<file path="src/rtl/diff_sweep_ctrl.sv">
// Frame-difference sweep controller: loads two frames from a valid/ready stream,
// then sweeps every address so the comparator can write the difference frame.
module diff_sweep_ctrl #(
    parameter int unsigned ADDR_W = 19,
    parameter int unsigned PIX_W  = 24,
    parameter int unsigned NPIX   = 307200
) (
    input  logic              clk,
    input  logic              rst_n,
    input  logic              start,
    input  logic              in_valid,
    output logic              in_ready,
    input  logic [PIX_W-1:0]  in_data,
    input  logic              in_frame,
    input  logic [PIX_W-1:0]  q1,
    input  logic [PIX_W-1:0]  q2,
    output logic [ADDR_W-1:0] address,
    output logic              wren1,
    output logic [PIX_W-1:0]  data1,
    output logic              wren2,
    output logic [PIX_W-1:0]  data2,
    output logic              wren3,
    output logic              busy,
    output logic              done,
    output logic [ADDR_W:0]   diff_count
);

    localparam logic [ADDR_W-1:0] LAST = ADDR_W'(NPIX - 1);

    typedef enum logic [1:0] {IDLE, READ, WRITE, DONE} state_t;

    state_t            state, state_nxt;
    logic [ADDR_W-1:0] sweep_addr, sweep_nxt;
    logic [ADDR_W-1:0] ptr1, ptr1_nxt;
    logic [ADDR_W-1:0] ptr2, ptr2_nxt;
    logic [ADDR_W:0]   diff_nxt;
    logic              done_nxt;

    // State and datapath registers
    always_ff @(posedge clk or negedge rst_n) begin
        if (!rst_n) begin
            state      <= IDLE;
            sweep_addr <= '0;
            ptr1       <= '0;
            ptr2       <= '0;
            diff_count <= '0;
            done       <= 1'b0;
        end else begin
            state      <= state_nxt;
            sweep_addr <= sweep_nxt;
            ptr1       <= ptr1_nxt;
            ptr2       <= ptr2_nxt;
            diff_count <= diff_nxt;
            done       <= done_nxt;
        end
    end

    // Next-state, memory bus and load handshake
    always_comb begin
        state_nxt = state;
        sweep_nxt = sweep_addr;
        ptr1_nxt  = ptr1;
        ptr2_nxt  = ptr2;
        diff_nxt  = diff_count;
        in_ready  = 1'b0;
        address   = sweep_addr;
        wren1     = 1'b0;
        wren2     = 1'b0;
        wren3     = 1'b0;
        data1     = in_data;
        data2     = in_data;
        busy      = (state != IDLE);

        case (state)
            IDLE: begin
                in_ready = ~start;
                address  = in_frame ? ptr2 : ptr1;
                wren1    = in_valid & ~start & ~in_frame;
                wren2    = in_valid & ~start & in_frame;
                if (wren1) ptr1_nxt = (ptr1 == LAST) ? '0 : ptr1 + ADDR_W'(1);
                if (wren2) ptr2_nxt = (ptr2 == LAST) ? '0 : ptr2 + ADDR_W'(1);
                if (start) begin
                    diff_nxt  = '0;
                    sweep_nxt = '0;
                    state_nxt = READ;
                end
            end
            READ: begin
                state_nxt = WRITE;
            end
            WRITE: begin
                wren3 = 1'b1;
                if (q1 != q2) diff_nxt = diff_count + (ADDR_W + 1)'(1);
                if (sweep_addr == LAST) begin
                    state_nxt = DONE;
                end else begin
                    sweep_nxt = sweep_addr + ADDR_W'(1);
                    state_nxt = READ;
                end
            end
            DONE: begin
                ptr1_nxt  = '0;
                ptr2_nxt  = '0;
                state_nxt = IDLE;
            end
            default: state_nxt = IDLE;
        endcase

        done_nxt = (state_nxt == DONE);
    end

endmodule
</file>
<file path="config.mk">
export PLATFORM = sky130hd
export DESIGN_NAME = diff_sweep_ctrl
export DESIGN_NICKNAME = d
export VERILOG_FILES = /design/src/rtl/diff_sweep_ctrl.sv
export SDC_FILE = /design/constraint.sdc
export NUM_CORES = 1
export LEC_CHECK = 0
export ABC_AREA = 1
export BUFFER_PORTS_ARGS = -buffer_cell sky130_fd_sc_hd__buf_2
export CAP_MARGIN = 20
export CORE_MARGIN = 4
export CORE_UTILIZATION = 45
export CTS_BUF_LIST = sky130_fd_sc_hd__clkbuf_4 sky130_fd_sc_hd__clkbuf_8
export DETAILED_ROUTE_END_ITERATION = 10
export HOLD_SLACK_MARGIN = 0.06
export PLACE_DENSITY_LB_ADDON = 0.05
export SYNTH_ARGS = -nofsm -noshare
export SYNTH_HDL_FRONTEND = slang
export SYNTH_SLANG_ARGS = --single-unit
</file>
<file path="constraint.sdc">
create_clock -name clk -period 2 [get_ports clk]
set_clock_uncertainty 0.1 [all_clocks]
set_input_delay 0.1 -clock clk [delete_from_list [all_inputs] [get_ports clk]]
set_output_delay 0.1 -clock clk [all_outputs]
set_load 0.02 [all_outputs]
</file>
==> impl_metrics.ini <==
[drt]
dr.pass1.iters = 5
drc_errors = 0
vias_per_cell = 5.089
wl_per_cell_um = 14.70
num_vias = 6203
drt_wl_total_um = 17920
drtAntennaViolNets = 0
drt-initial-drc-count = 322

[place]
numPortBuffers = 97
dpl.hpwl_um = 13690
pre_cts_slack_ps = -39.82
gp_congestion = 0.8596
dpl_cell_area_um2 = 6708

[logic_synthesis]
yosysWarnings = 0
ys_ff_latch = 80
async_flop_share = 1.000
synth_area_per_cell_um2 = 6.488
ys_seq_area_frac = 0.3191
ys_dominant_reg_cell = dfrtp_1
synth_edf_count = 0
syn-num-nets = 1048
synth.distinct_cells = 39
netlist_area_um2 = 6274
postSynthCellCount = 967

[timing]
setup_viol = 0
max_freq_ghz = 0.5219
min_period_ps = 1916
hold_viol_final = 0
finalWorstSetupSlack_ps = 83.85
slew_violations = 0
fin_crit_sh = 0.9581
max-slew-margin-rel = 0.5374
holdWs_ps = 100.0
worst_pin_slew_ps = 691.7
rsz0062_at_grt = true

[power_and_ir_drop]
max-vdd-ir-drop_mv = 0.4502
combPwrFrac = 0.391
switching_share = 0.4149
internal-power_mw = 3.266
switchingPower_mw = 2.317
power_per_cell_area_nw_per_um2 = 790.7
seqPwrFrac = 0.343
leakagePower_nw = 3.457
clkPwrFrac = 0.266

[cells_and_area]
final_common_cell = nand2_1
final_cell_mix = 291 x nand2_1, 133 x inv_1, 121 x nor2_1
final_area_um2 = 7061
area_growth_pct = 12.54
num_antenna_cells = 0
num-fill-cells = 1429
final_util = 0.5248
finalNetCount = 1119
drive_above_1_share = 0.1707

[worst_setup_path]
critPathCaptureType = output port
worst_path_max_delay_cell = dfrtp_2
startpoint_type = flop
worstSetupPathType = flop to output port
reg2regPathDepth = 8
ff2ff_setup_slack_ps = 120
worstPathCellList = nor2_4 -> nand2_4 -> o221ai_1 -> buf_4
worst-path-max-fanout = 17
r2r_start = ptr1[1]
cp.required_ps = 1800
cpPeakStageDelay_ps = 430
worstPathArrival_ps = 1720
regToRegEndpoint = ptr1[4]

[run]
cap_viol_max_count = 0

[die]
row_count = 42
die_h_um = 126.1
die-area_um2 = 15890
num_io_pins = 170
die_w_um = 126.1
design.core.area_um2 = 13450
start_util = 0.4663

[clock_tree]
clockBufferDepth = 2
clkTransAtPathRegs_ps = 80
clock_sinks = 80
cts_tree = done
htreeDepth = 3
cts_root_buf = clkbuf_8
clock_latency_ps = 380
numCtsBuffers = 9

[global_route]
grt_pass1_vias = 5756
grt_max_degree = 41
overflow = 0
grt_pass1_wl_um = 29040
track_usage = 0.2265
antenna_found_initial = 0

[worst_hold_path]
hold_depth = 0
min_to = data1[21]
hp-class = primary input to output port
hold_start = in_data[21]

[outcome]
status = completed
## layout make-up
class / instances / area, um2 / share of cell area
clock inverters: 2 / 60.06 / 0.008506
clock buffers: 14 / 180.2 / 0.02552
flip-flops and latches: 80 / 2004 / 0.2839
repair buffers: 126 / 758.2 / 0.1074
repair inverters: 1 / 7.507 / 0.001063
inverters: 139 / 525.5 / 0.07443
well taps: 176 / 220.2 / 0.03119
multi-input cells: 681 / 3304 / 0.4680
## registers in the layout, summed over array words and instances, names as in the netlist
register    flops
done            1
sweep_addr     19
diff_count     20
state           2
ptr1           19
ptr2           19
## logic make-up after synthesis
kind of cell / share of synthesized area
and+or+nand+nor: 0.4037
buffers and inverters: 0.1584
DFF: 0.3191
AOI/OAI and AO/OA: 0.07599
xor gates and xnor gates: 0.03490
adders and majority gates: 0.007978
## how the worst max path moves through the flow
stage | startpoint | end | slack [ps] | cells after the start
after floorplan | diff_count[0] | diff_count[14] | 210 | 9
after global placement | sweep_addr[0] | sweep_addr[15] | -10 | 9
after detailed placement | sweep_addr[0] | sweep_addr[15] | -40 | 9
after CTS | state[0] | address[17] | 4 | 7
after global routing | state[1] | address[18] | -10 | 6
final | state[1] | address[16] | 80 | 4
## timing repair
action,CTS,global route
resized for setup,3,17
setup buffers,3,3
setup endpoints to repair,23,54
endpoints found under the hold margin,80,0
pin swaps,2,4
hold buffers,2,0
cloned,1,1
## power groups by stage
| stage | Clock [mW] | Sequential (mW) | Combinational [mW] |
|---|---|---|---|
| 3_3_place_gp | 0 | 1.96 | 2.06 |
| 2_1_floorplan | 0 | 1.94 | 1.49 |
| 4_1_cts | 1.51 | 1.92 | 2.14 |
| 3_5_place_dp | 0 | 1.95 | 2.05 |
| 5_1_grt | 1.57 | 1.93 | 2.40 |
| 6_report | 1.49 | 1.91 | 2.18 |
## synth_stat cells, types with 2 or more instances
library cell	count	area [um2]
nand2_1	291	1092
inv_1	136	510.5
nor2_1	123	461.7
dfrtp_1	80	2002
nand3_1	71	355.3
buf_4	51	382.9
nor3_1	47	235.2
xor2_1	22	192.7
o221ai_1	19	166.4
nand4_1	18	112.6
o21ai_0	16	80.08
a21oi_1	15	75.07
nor2_4	9	101.4
buf_2	8	40.04
o21ai_1	7	35.03
o22ai_1	7	43.79
clkbuf_1	6	22.52
ha_1	4	50.05
nand2_4	4	45.04
and2_1	3	18.77
inv_2	3	11.26
nor2_2	3	18.77
xnor2_1	3	26.28
a31oi_1	2	12.51
buf_6	2	22.52
nand3_2	2	20.02
nand3b_1	2	15.01
or2_2	2	12.51
## routing by layer
metal | global-route usage | share of wire
met5 | 0 | 0
met3 | 0.03091 | 0.057
met2 | 0.3969 | 0.49
met4 | 0.07571 | 0.020
met1 | 0.2875 | 0.43
## critical path, delay by kind of cell (launching register included)
| kind | cells | cell delay [ps] |
|---|---|---|
| compound gates | 1 | 310 |
| buf+inv | 1 | 210 |
| flops | 1 | 430 |
| simple gates | 2 | 390 |
## through the flow
stage	instances	power (mW)	setup TNS, ps
4_1_cts	1217	5.563	0
6_report	1219	5.583	0
3_3_place_gp	1195	4.012	-14.57
2_1_floorplan	967	3.435	0
3_5_place_dp	1195	4.004	-82.78
5_1_grt	1219	5.899	-15.83
(Power assumes the default switching activity.)
